## config.mk

```make
export PLATFORM = sky130hd
export DESIGN_NAME = led_blink_sched
export DESIGN_NICKNAME = d
export VERILOG_FILES = /design/src/rtl/led_blink_sched.sv
export SDC_FILE = /design/constraint.sdc
export NUM_CORES = 1
export LEC_CHECK = 0
export ABC_CLOCK_PERIOD_IN_PS = 3700
export CORE_ASPECT_RATIO = 0.8
export CORE_UTILIZATION = 35
export DETAILED_ROUTE_END_ITERATION = 12
export PLACE_DENSITY = 0.6
export SLEW_MARGIN = 20
export SYNTH_ARGS = -nofsm -noshare
export SYNTH_HDL_FRONTEND = slang
export SYNTH_SLANG_ARGS = --single-unit
```

## constraint.sdc

```tcl
create_clock -name clk -period 3.7 [get_ports clk]
set_input_delay 0.37 -clock clk [delete_from_list [all_inputs] [get_ports clk]]
set_output_delay 0.37 -clock clk [all_outputs]
set_load 0.01 [all_outputs]
```

## src/rtl/led_blink_sched.sv

```systemverilog
// Round-robin arbiter that shares one LED between several requesters. Each granted
// blink code plays as N on/off phase pairs, followed by an optional dark gap.
module led_blink_sched #(
  parameter int CLK_FREQ     = 100_000_000,
  parameter int PHASE_CYCLES = CLK_FREQ / 2,
  parameter int GAP_PHASES   = 2,
  parameter int NUM_REQ      = 4,
  parameter int CNT_W        = 4,
  localparam int ID_W        = (NUM_REQ > 1) ? $clog2(NUM_REQ) : 1
) (
  input  logic                     clk,
  input  logic                     rst,
  input  logic [NUM_REQ-1:0]       req_valid,
  input  logic [NUM_REQ*CNT_W-1:0] req_count,
  output logic [NUM_REQ-1:0]       req_ready,
  output logic                     busy,
  output logic [ID_W-1:0]          grant_id,
  output logic                     led
);

  localparam int PH_W    = $clog2(PHASE_CYCLES + 1);
  localparam int GAP_TOT = GAP_PHASES * PHASE_CYCLES;
  localparam int GAP_W   = (GAP_TOT > 1) ? $clog2(GAP_TOT) : 1;
  localparam logic [PH_W-1:0]  PH_LOAD  = PH_W'(PHASE_CYCLES - 1);
  localparam logic [GAP_W-1:0] GAP_LOAD = (GAP_TOT > 0) ? GAP_W'(GAP_TOT - 1) : '0;

  typedef enum logic [1:0] {S_IDLE, S_ON, S_OFF, S_GAP} state_t;

  state_t            state_q, state_d;
  logic [PH_W-1:0]   phase_q, phase_d;
  logic [GAP_W-1:0]  gap_q, gap_d;
  logic [CNT_W-1:0]  blink_q, blink_d;
  logic [ID_W-1:0]   rr_ptr_q, rr_ptr_d;
  logic [ID_W-1:0]   grant_id_q, grant_id_d;

  logic              found;
  logic [ID_W-1:0]   winner;
  logic [CNT_W-1:0]  sel_count;
  logic              accept;

  // Round-robin search starts at rr_ptr and wraps modulo NUM_REQ.
  always_comb begin
    int idx;
    found  = 1'b0;
    winner = '0;
    idx    = 0;
    for (int k = 0; k < NUM_REQ; k++) begin
      idx = int'(rr_ptr_q) + k;
      if (idx >= NUM_REQ) idx = idx - NUM_REQ;
      if (!found && req_valid[ID_W'(idx)]) begin
        found  = 1'b1;
        winner = ID_W'(idx);
      end
    end
  end

  always_comb begin
    sel_count = '0;
    for (int k = 0; k < NUM_REQ; k++) begin
      if (ID_W'(k) == winner) sel_count = req_count[k*CNT_W +: CNT_W];
    end
  end

  // Valid/ready: a requester holds valid and its count stable until it sees ready;
  // the transfer happens on the clock edge where both are high. Ready is offered
  // only in IDLE, one-hot on the winner, and never while rst is high.
  always_comb begin
    req_ready = '0;
    if (state_q == S_IDLE && found && !rst) req_ready[winner] = 1'b1;
  end

  assign accept = (state_q == S_IDLE) && found && !rst;

  always_comb begin
    state_d    = state_q;
    phase_d    = phase_q;
    gap_d      = gap_q;
    blink_d    = blink_q;
    rr_ptr_d   = rr_ptr_q;
    grant_id_d = grant_id_q;
    case (state_q)
      S_IDLE: begin
        if (accept) begin
          grant_id_d = winner;
          rr_ptr_d   = (int'(winner) == NUM_REQ - 1) ? '0 : winner + 1'b1;
          blink_d    = sel_count;
          phase_d    = PH_LOAD;
          // A zero count is consumed without playing anything.
          if (sel_count != '0) state_d = S_ON;
        end
      end
      S_ON: begin
        if (phase_q == '0) begin
          phase_d = PH_LOAD;
          state_d = S_OFF;
        end else begin
          phase_d = phase_q - 1'b1;
        end
      end
      S_OFF: begin
        if (phase_q == '0) begin
          phase_d = PH_LOAD;
          blink_d = blink_q - 1'b1;
          if (blink_q == CNT_W'(1)) begin
            if (GAP_PHASES == 0) begin
              state_d = S_IDLE;
            end else begin
              gap_d   = GAP_LOAD;
              state_d = S_GAP;
            end
          end else begin
            state_d = S_ON;
          end
        end else begin
          phase_d = phase_q - 1'b1;
        end
      end
      S_GAP: begin
        if (gap_q == '0) state_d = S_IDLE;
        else             gap_d   = gap_q - 1'b1;
      end
      default: state_d = S_IDLE;
    endcase
  end

  always_ff @(posedge clk) begin
    if (rst) begin
      state_q    <= S_IDLE;
      phase_q    <= '0;
      gap_q      <= '0;
      blink_q    <= '0;
      rr_ptr_q   <= '0;
      grant_id_q <= '0;
    end else begin
      state_q    <= state_d;
      phase_q    <= phase_d;
      gap_q      <= gap_d;
      blink_q    <= blink_d;
      rr_ptr_q   <= rr_ptr_d;
      grant_id_q <= grant_id_d;
    end
  end

  assign led      = (state_q == S_ON);
  assign busy     = (state_q != S_IDLE);
  assign grant_id = grant_id_q;

endmodule

```

# --- Yosys cells after proc, flatten, opt, wreduce, memory -nomap -nowiden ---
# Cells that the tools add are included.
word_totals:
  regBits: 63
  out_inout_bits: 8
  word_cells: 116
classes:
  n_addsub: 11
  n_lt_le_gt_ge: 10
  eq_ne: 15
  n_mux: 49
  reduce_logical: 25
op_table:
  columns: ["op", "count"]
  rows:
  - ["two-way mux 27 bit", 3]
  - ["case mux 27 bit (2 select lines)", 1]
  - ["two-way mux 26 bit", 2]
  - ["case mux 26 bit (2 select lines)", 1]
  - ["two-way mux 2 bit", 15]
  - ["two-way mux 4 bit", 7]
  - ["zero test 27 bit", 1]
  - ["subtractor 27 x 1 -> 27 bit (second input constant)", 1]
  - ["zero test 26 bit", 1]
  - ["subtractor 26 x 1 -> 26 bit (second input constant)", 1]
  - ["less-than comparator 2 x 4 -> 1 bit (second input constant)", 4]
  - ["two-way mux 1 bit", 13]
  - ["inequality test 2 bit (second input constant)", 5]
  - [">= comparator 3 bit (second input constant)", 3]
  - ["binary-select mux 1 bit (select 2 bit)", 4]
  - ["case mux 2 bit (4 select lines)", 1]
  - ["case mux 4 bit (2 select lines)", 1]
  - ["nonzero test 2 bit", 4]
  - ["subtractor 2 x 1 -> 2 bit (second input constant)", 4]
  - ["adder 2 x 2 -> 3 bit (second input constant)", 2]
  - ["logical AND 1 bit", 6]
  - ["AND reduction 5 bit", 1]
  - ["equality test 2 x 1 -> 1 bit (second input constant)", 2]
  - ["equality test 2 bit (first input constant)", 2]
  - ["other kinds (18)", 25]

# --- Longest topological paths before layout ---
logic_depth:
  word_depth: 24
  depth_mapped: 12
  ltp_nobuf: 12

# --- Least setup slack after synthesis ---
# OpenSTA, ideal clock, no wires.
synth_timing:
  kind: "reg-to-reg"
  start: "register gap_q[0]"
  end: "register state_q[1]"
  setup_ns: 0.070
  arrival_time_ns: 2.384
  required_ns: 3.630
  setup_slack_ns: 1.246
  stages_incl_launch_ff: 9
  synth_period_minus_slack_ns: 2.454
  cell_sequence: "dfxtp_1 inv_1 ha_1 or4b_2 nor4_2 a21boi_1 a211o_1 or4_1 a21oi_1"
synth_via:
  elab_chain_len: 3
synth_lines:
  columns: ["item", "line_no", "source"]
  rows:
  - ["from (decl)", "31", "logic [GAP_W-1:0] gap_q, gap_d;"]
  - ["from (signal assigned)", "137", "gap_q <= gap_d;"]
  - ["zero test 27 bit", "119", "if (gap_q == '0) state_d = S_IDLE;"]
  - ["inequality test 2 bit (no source line)", null, null]
  - ["AND reduction 5 bit (no source line)", null, null]
  - ["to (signal assigned)", "135", "state_q <= state_d;"]
  - ["to (decl)", "29", "state_t state_q, state_d;"]
# Every way passes these cells.
# A chain may end at the register's enable or synchronous reset.

# --- Worst setup path after layout ---
layout_timing:
  start: "input req_valid[3]"
  end: "output req_ready[3]"
layout_via:
  elab_chain_len: 18
  elab_cells_between_ends: 34
  cone_classes: "order compare: 2; mux: 23; reduce/logical: 9"
layout_lines:
  columns: ["item", "line_no", "source"]
  rows:
  - ["from (decl)", "13", "input logic [NUM_REQ-1:0] req_valid,"]
  - ["binary-select mux 1 bit (select 2 bit)", "50", "if (!found && req_valid[ID_W'(idx)]) begin"]
  - ["two-way mux 1 bit (not written as such) (2 in series)", "50", null]
  - ["two-way mux 1 bit", "50", null]
  - ["zero test 1 bit", "50", null]
  - ["logical AND 1 bit", "50", null]
  - ["two-way mux 1 bit", "50", null]
  - ["zero test 1 bit", "50", null]
  - ["logical AND 1 bit", "50", null]
  - ["[2 not listed]", null, null]
  - ["logical AND 1 bit", "50", null]
  - ["two-way mux 2 bit *", "50", null]
  - ["via winner[0]", "37", "logic [ID_W-1:0] winner;"]
  - ["less-than comparator 2 x 3 -> 1 bit (not written as such) or >= comparator 2 x 1 -> 1 bit (tied branches)", "69", "if (state_q == S_IDLE && found && !rst) req_ready[winner] = 1'b1;"]
  - ["logical AND 1 bit (not written as such)", "69", null]
  - ["two-way mux 1 bit (not written as such)", "69", null]
  - ["demux 1 bit (select 2 bit) *", "69", null]
  - ["two-way mux 4 bit *", "69", null]
  - ["to (decl)", "15", "output logic [NUM_REQ-1:0] req_ready,"]
# The timed path passes the listed nets; every way through them passes the cells marked *. The select of a mux whose other input is x is not followed.

==> load_flow_metrics.sql <==
INSERT INTO impl_metrics (metric_group, metric, value, unit) VALUES
('outcome', 'run_status', 'finished clean', ''),
('placement', 'replace_congestion', '0.8439', ''),
('detailed_routing', 'antenna_left', '0', ''),
('logic_synthesis', 'synth_compound_gate_area_share', '0.2085', ''),
('sta', 'maxSlewViolCount', '0', ''),
('global_route', 'antenna_found_initial', '0', ''),
('logic_synthesis', 'syn_area_per_cell', '8.417', 'µm²'),
('logic_synthesis', 'postSynth.asyncResetShare', '0', ''),
('global_route', 'grt_use_total', '0.1657', ''),
('detailed_routing', 'detail_route.first_pass.iterations', '4', ''),
('clock_tree', 'cts_buffers', '9', ''),
('worst_setup_path', 'r2r_start', 'phase_q[2]$_SDFFE_PP0P_', ''),
('placement', 'dp_hpwl', '5.561', 'mm'),
('sta', 'achievable-frequency', '315.1', 'MHz'),
('final_layout', 'filler_cell_count', '951', ''),
('die', 'placeableCoreArea', '0.009609', 'mm²'),
('detailed_routing', 'via_per_inst', '5.456', ''),
('worst_setup_path', 'regToRegEndpoint', 'gap_q[25]$_SDFFE_PP0P_', ''),
('die', 'fp.dieArea', '0.01026', 'mm²'),
('logic_synthesis', 'ys_top_cells_by_count', '63 x dfxtp_1, 43 x a21oi_1, 28 x nor2_1', ''),
('final_layout', 'flow.area_growth_from_synthesis', '20.74', '%'),
('logic_synthesis', 'ys_warn_count', '0', ''),
('run', 'maxCapViolations', '0', ''),
('worst_setup_path', 'crit_required', '3.33', 'ns'),
('logic_synthesis', 'post-synth-top-count-cell', 'dfxtp_1', ''),
('global_route', 'global_route.overflow_total', '0', ''),
('logic_synthesis', 'number_of_register_bits_inferred_by_synthesis', '63', ''),
('worst_hold_path', 'hold_path_startpoint', 'gap_q[17]$_SDFFE_PP0P_', ''),
('clock_tree', 'cts_max_path_buffers', '2', ''),
('logic_synthesis', 'synth-simple-area-share', '0.2469', ''),
('worst_hold_path', 'holdPathEnd', 'gap_q[17]$_SDFFE_PP0P_', ''),
('worst_setup_path', 'worstPathArrival', '2.80', 'ns'),
('logic_synthesis', 'post_synth_mux_area_share', '0.01197', ''),
('logic_synthesis', 'cell_area_after_synthesis', '0.003451', 'mm²'),
('clock_tree', 'root_buffer', 'clkbuf_16', ''),
('logic_synthesis', 'synth_adder_area_share', '0.04351', ''),
('detailed_routing', 'route.detailed.drc', '0', ''),
('die', 'io-pin-count', '30', ''),
('pwr', 'power.leakage', '1.573', 'nW'),
('clock_tree', 'latest_clock_arrival_within_the_worst_skew_pair', '0.33', 'ns'),
('clock_tree', 'clk_transition_reported_paths', '0.05', 'ns'),
('clock_tree', 'ctsHoldBuffers', '0', ''),
('placement', 'dp_cells', '545', ''),
('worst_setup_path', 'critPathCaptureType', 'output port', ''),
('sta', 'grt_setup_unrepaired', 'no', ''),
('final_layout', 'nNetsFinal', '471', ''),
('logic_synthesis', 'synth_top_area_cell', 'dfxtp_1', ''),
('logic_synthesis', 'synth_edf_count', '0', ''),
('global_route', 'grt_pass1_vias', '2996', ''),
('detailed_routing', 'detailroute.via_count', '3061', ''),
('clock_tree', 'tritoncts', 'yes', ''),
('detailed_routing', 'dr.first_iter.drc_count', '137', ''),
('worst_setup_path', 'timing.critical_path.from_type', 'input pin', ''),
('global_route', 'first_pass_grt_wire_length', '13.72', 'mm'),
('sta', 'final_setup_violation_count', '0', ''),
('logic_synthesis', 'synth.area.top_cells', 'dfxtp_1 37%, a21oi_1 6.2%, ha_1 4.4%', ''),
('clock_tree', 'cts_resized', '0', ''),
('final_layout', 'post_layout_nonfiller_instances', '561', ''),
('die', 'die_height', '90.81', 'µm'),
('clock_tree', 'htreeDepth', '3', ''),
('logic_synthesis', 'synth.net_count', '444', ''),
('detailed_routing', 'wl_per_cell', '14.09', 'µm'),
('logic_synthesis', 'dominantRegCellSynth', 'dfxtp_1', ''),
('worst_hold_path', 'min-delay-path-class', 'register to register', ''),
('worst_setup_path', 'setup_cp_type', 'input pin to output port', ''),
('sta', 'timing.clock.skew', '0.003964', 'ns'),
('logic_synthesis', 'combinational_family_with_the_most_area_after_synthesis', 'simple AND/OR/NAND/NOR gates', ''),
('final_layout', 'insertedDiodeCount', '0', ''),
('logic_synthesis', 'syn-instance-count', '410', ''),
('sta', 'post-route-period-util', '0.8578', ''),
('worst_setup_path', 'reg2reg_slack', '0.74', 'ns');
## worst max-delay path, cell delays in order
cell and delay, ns:
clkdlybuf4s50_1 0.52, inv_1 0.09, a22oi_1 0.15, o221ai_1 0.16
or2_2 0.34, inv_1 0.09, ha_1 0.21, inv_1 0.10
nor3_1 0.19, clkdlybuf4s50_1 0.57
## layout by cell type, fill, tap and decap left out, types with 8 or more instances in the layout
| cell | count |
|---|---|
| nor2_1 | 28 |
| a211oi_1 | 12 |
| or4_1 | 13 |
| nor3_1 | 20 |
| o31ai_1 | 8 |
| nand2_1 | 16 |
| clkdlybuf4s50_1 | 28 |
| nand3_1 | 8 |
| xor2_1 | 16 |
| xnor2_1 | 17 |
| or3_1 | 16 |
| a31oi_1 | 10 |
| dfxtp_1 | 63 |
| ha_1 | 12 |
| nor4_1 | 8 |
| clkbuf_16 | 9 |
| a21oi_1 | 43 |
| inv_1 | 17 |
| o21ai_0 | 14 |
## final cells by class
class	count	area, µm²	area share
Sequential cell	63	1261	0.3027
Timing Repair Buffer	35	330.3	0.07928
Inverter	17	63.81	0.01532
Multi-Input combinational cell	311	2052	0.4925
Clock buffer	13	270.3	0.06486
Clock inverter	3	40.04	0.009610
Tap cell	119	148.9	0.03574
## kinds of logic after synthesis
family                     Yosys count
and+or+nand+nor                    150
AOI/OAI and AO/OA                  112
DFF                                 63
buffers and inverters               36
xor gates and xnor gates            33
adders and majority gates           12
muxes                                4
## stage by stage
| stage | instance area [µm²] | utilization | power [mW] | hold WS (ns) | setup WS, ns |
|---|---|---|---|---|---|
| 2_1_floorplan | 3451 | - | 2.063 | 0.4369 | 1.246 |
| 3_3_place_gp | 3856 | 0.4013 | 2.402 | 0.4469 | 0.6290 |
| 3_5_place_dp | 3856 | 0.4013 | 2.429 | 0.4546 | 0.4608 |
| 4_1_cts | 4167 | 0.4336 | 3.319 | 0.4594 | 0.5191 |
| 5_1_grt | 4167 | 0.4336 | 3.541 | 0.4865 | 0.3469 |
| 6_report | 4167 | 0.4336 | 3.302 | 0.4626 | 0.5262 |
## registers in the layout, indices dropped and copies added, names as in the netlist
name,flops
state_q,2
rr_ptr_q,2
blink_q,4
gap_q,27
grant_id,2
phase_q,26
## power by group
part / switching, mW / internal (mW) / total [mW]
Combinational: 0.810 / 0.604 / 1.41
Clock: 0.298 / 0.574 / 0.872
Sequential: 0.163 / 0.853 / 1.02
## routing by layer
layer	part of all wire	vias to the layer above	global-route usage
met5	0	-	0
met1	0.52	1432	0.2198
met4	0.016	0	0.07127
li1	-	1569	-
met3	0.030	9	0.04228
met2	0.44	51	0.2531
## how the worst max path moves through the flow
stage | slack, ns | to | depth (start not counted)
after floorplan | 1.25 | state_q[1]$_SDFFE_PP0P_ | 8
after global placement | 0.63 | req_ready[3] | 10
after detailed placement | 0.46 | state_q[0]$_SDFFE_PP0P_ | 11
after CTS | 0.52 | req_ready[3] | 10
after global routing | 0.35 | req_ready[3] | 10
final | 0.53 | req_ready[3] | 10
No activity file was read; power rests on OpenSTA's default activity.
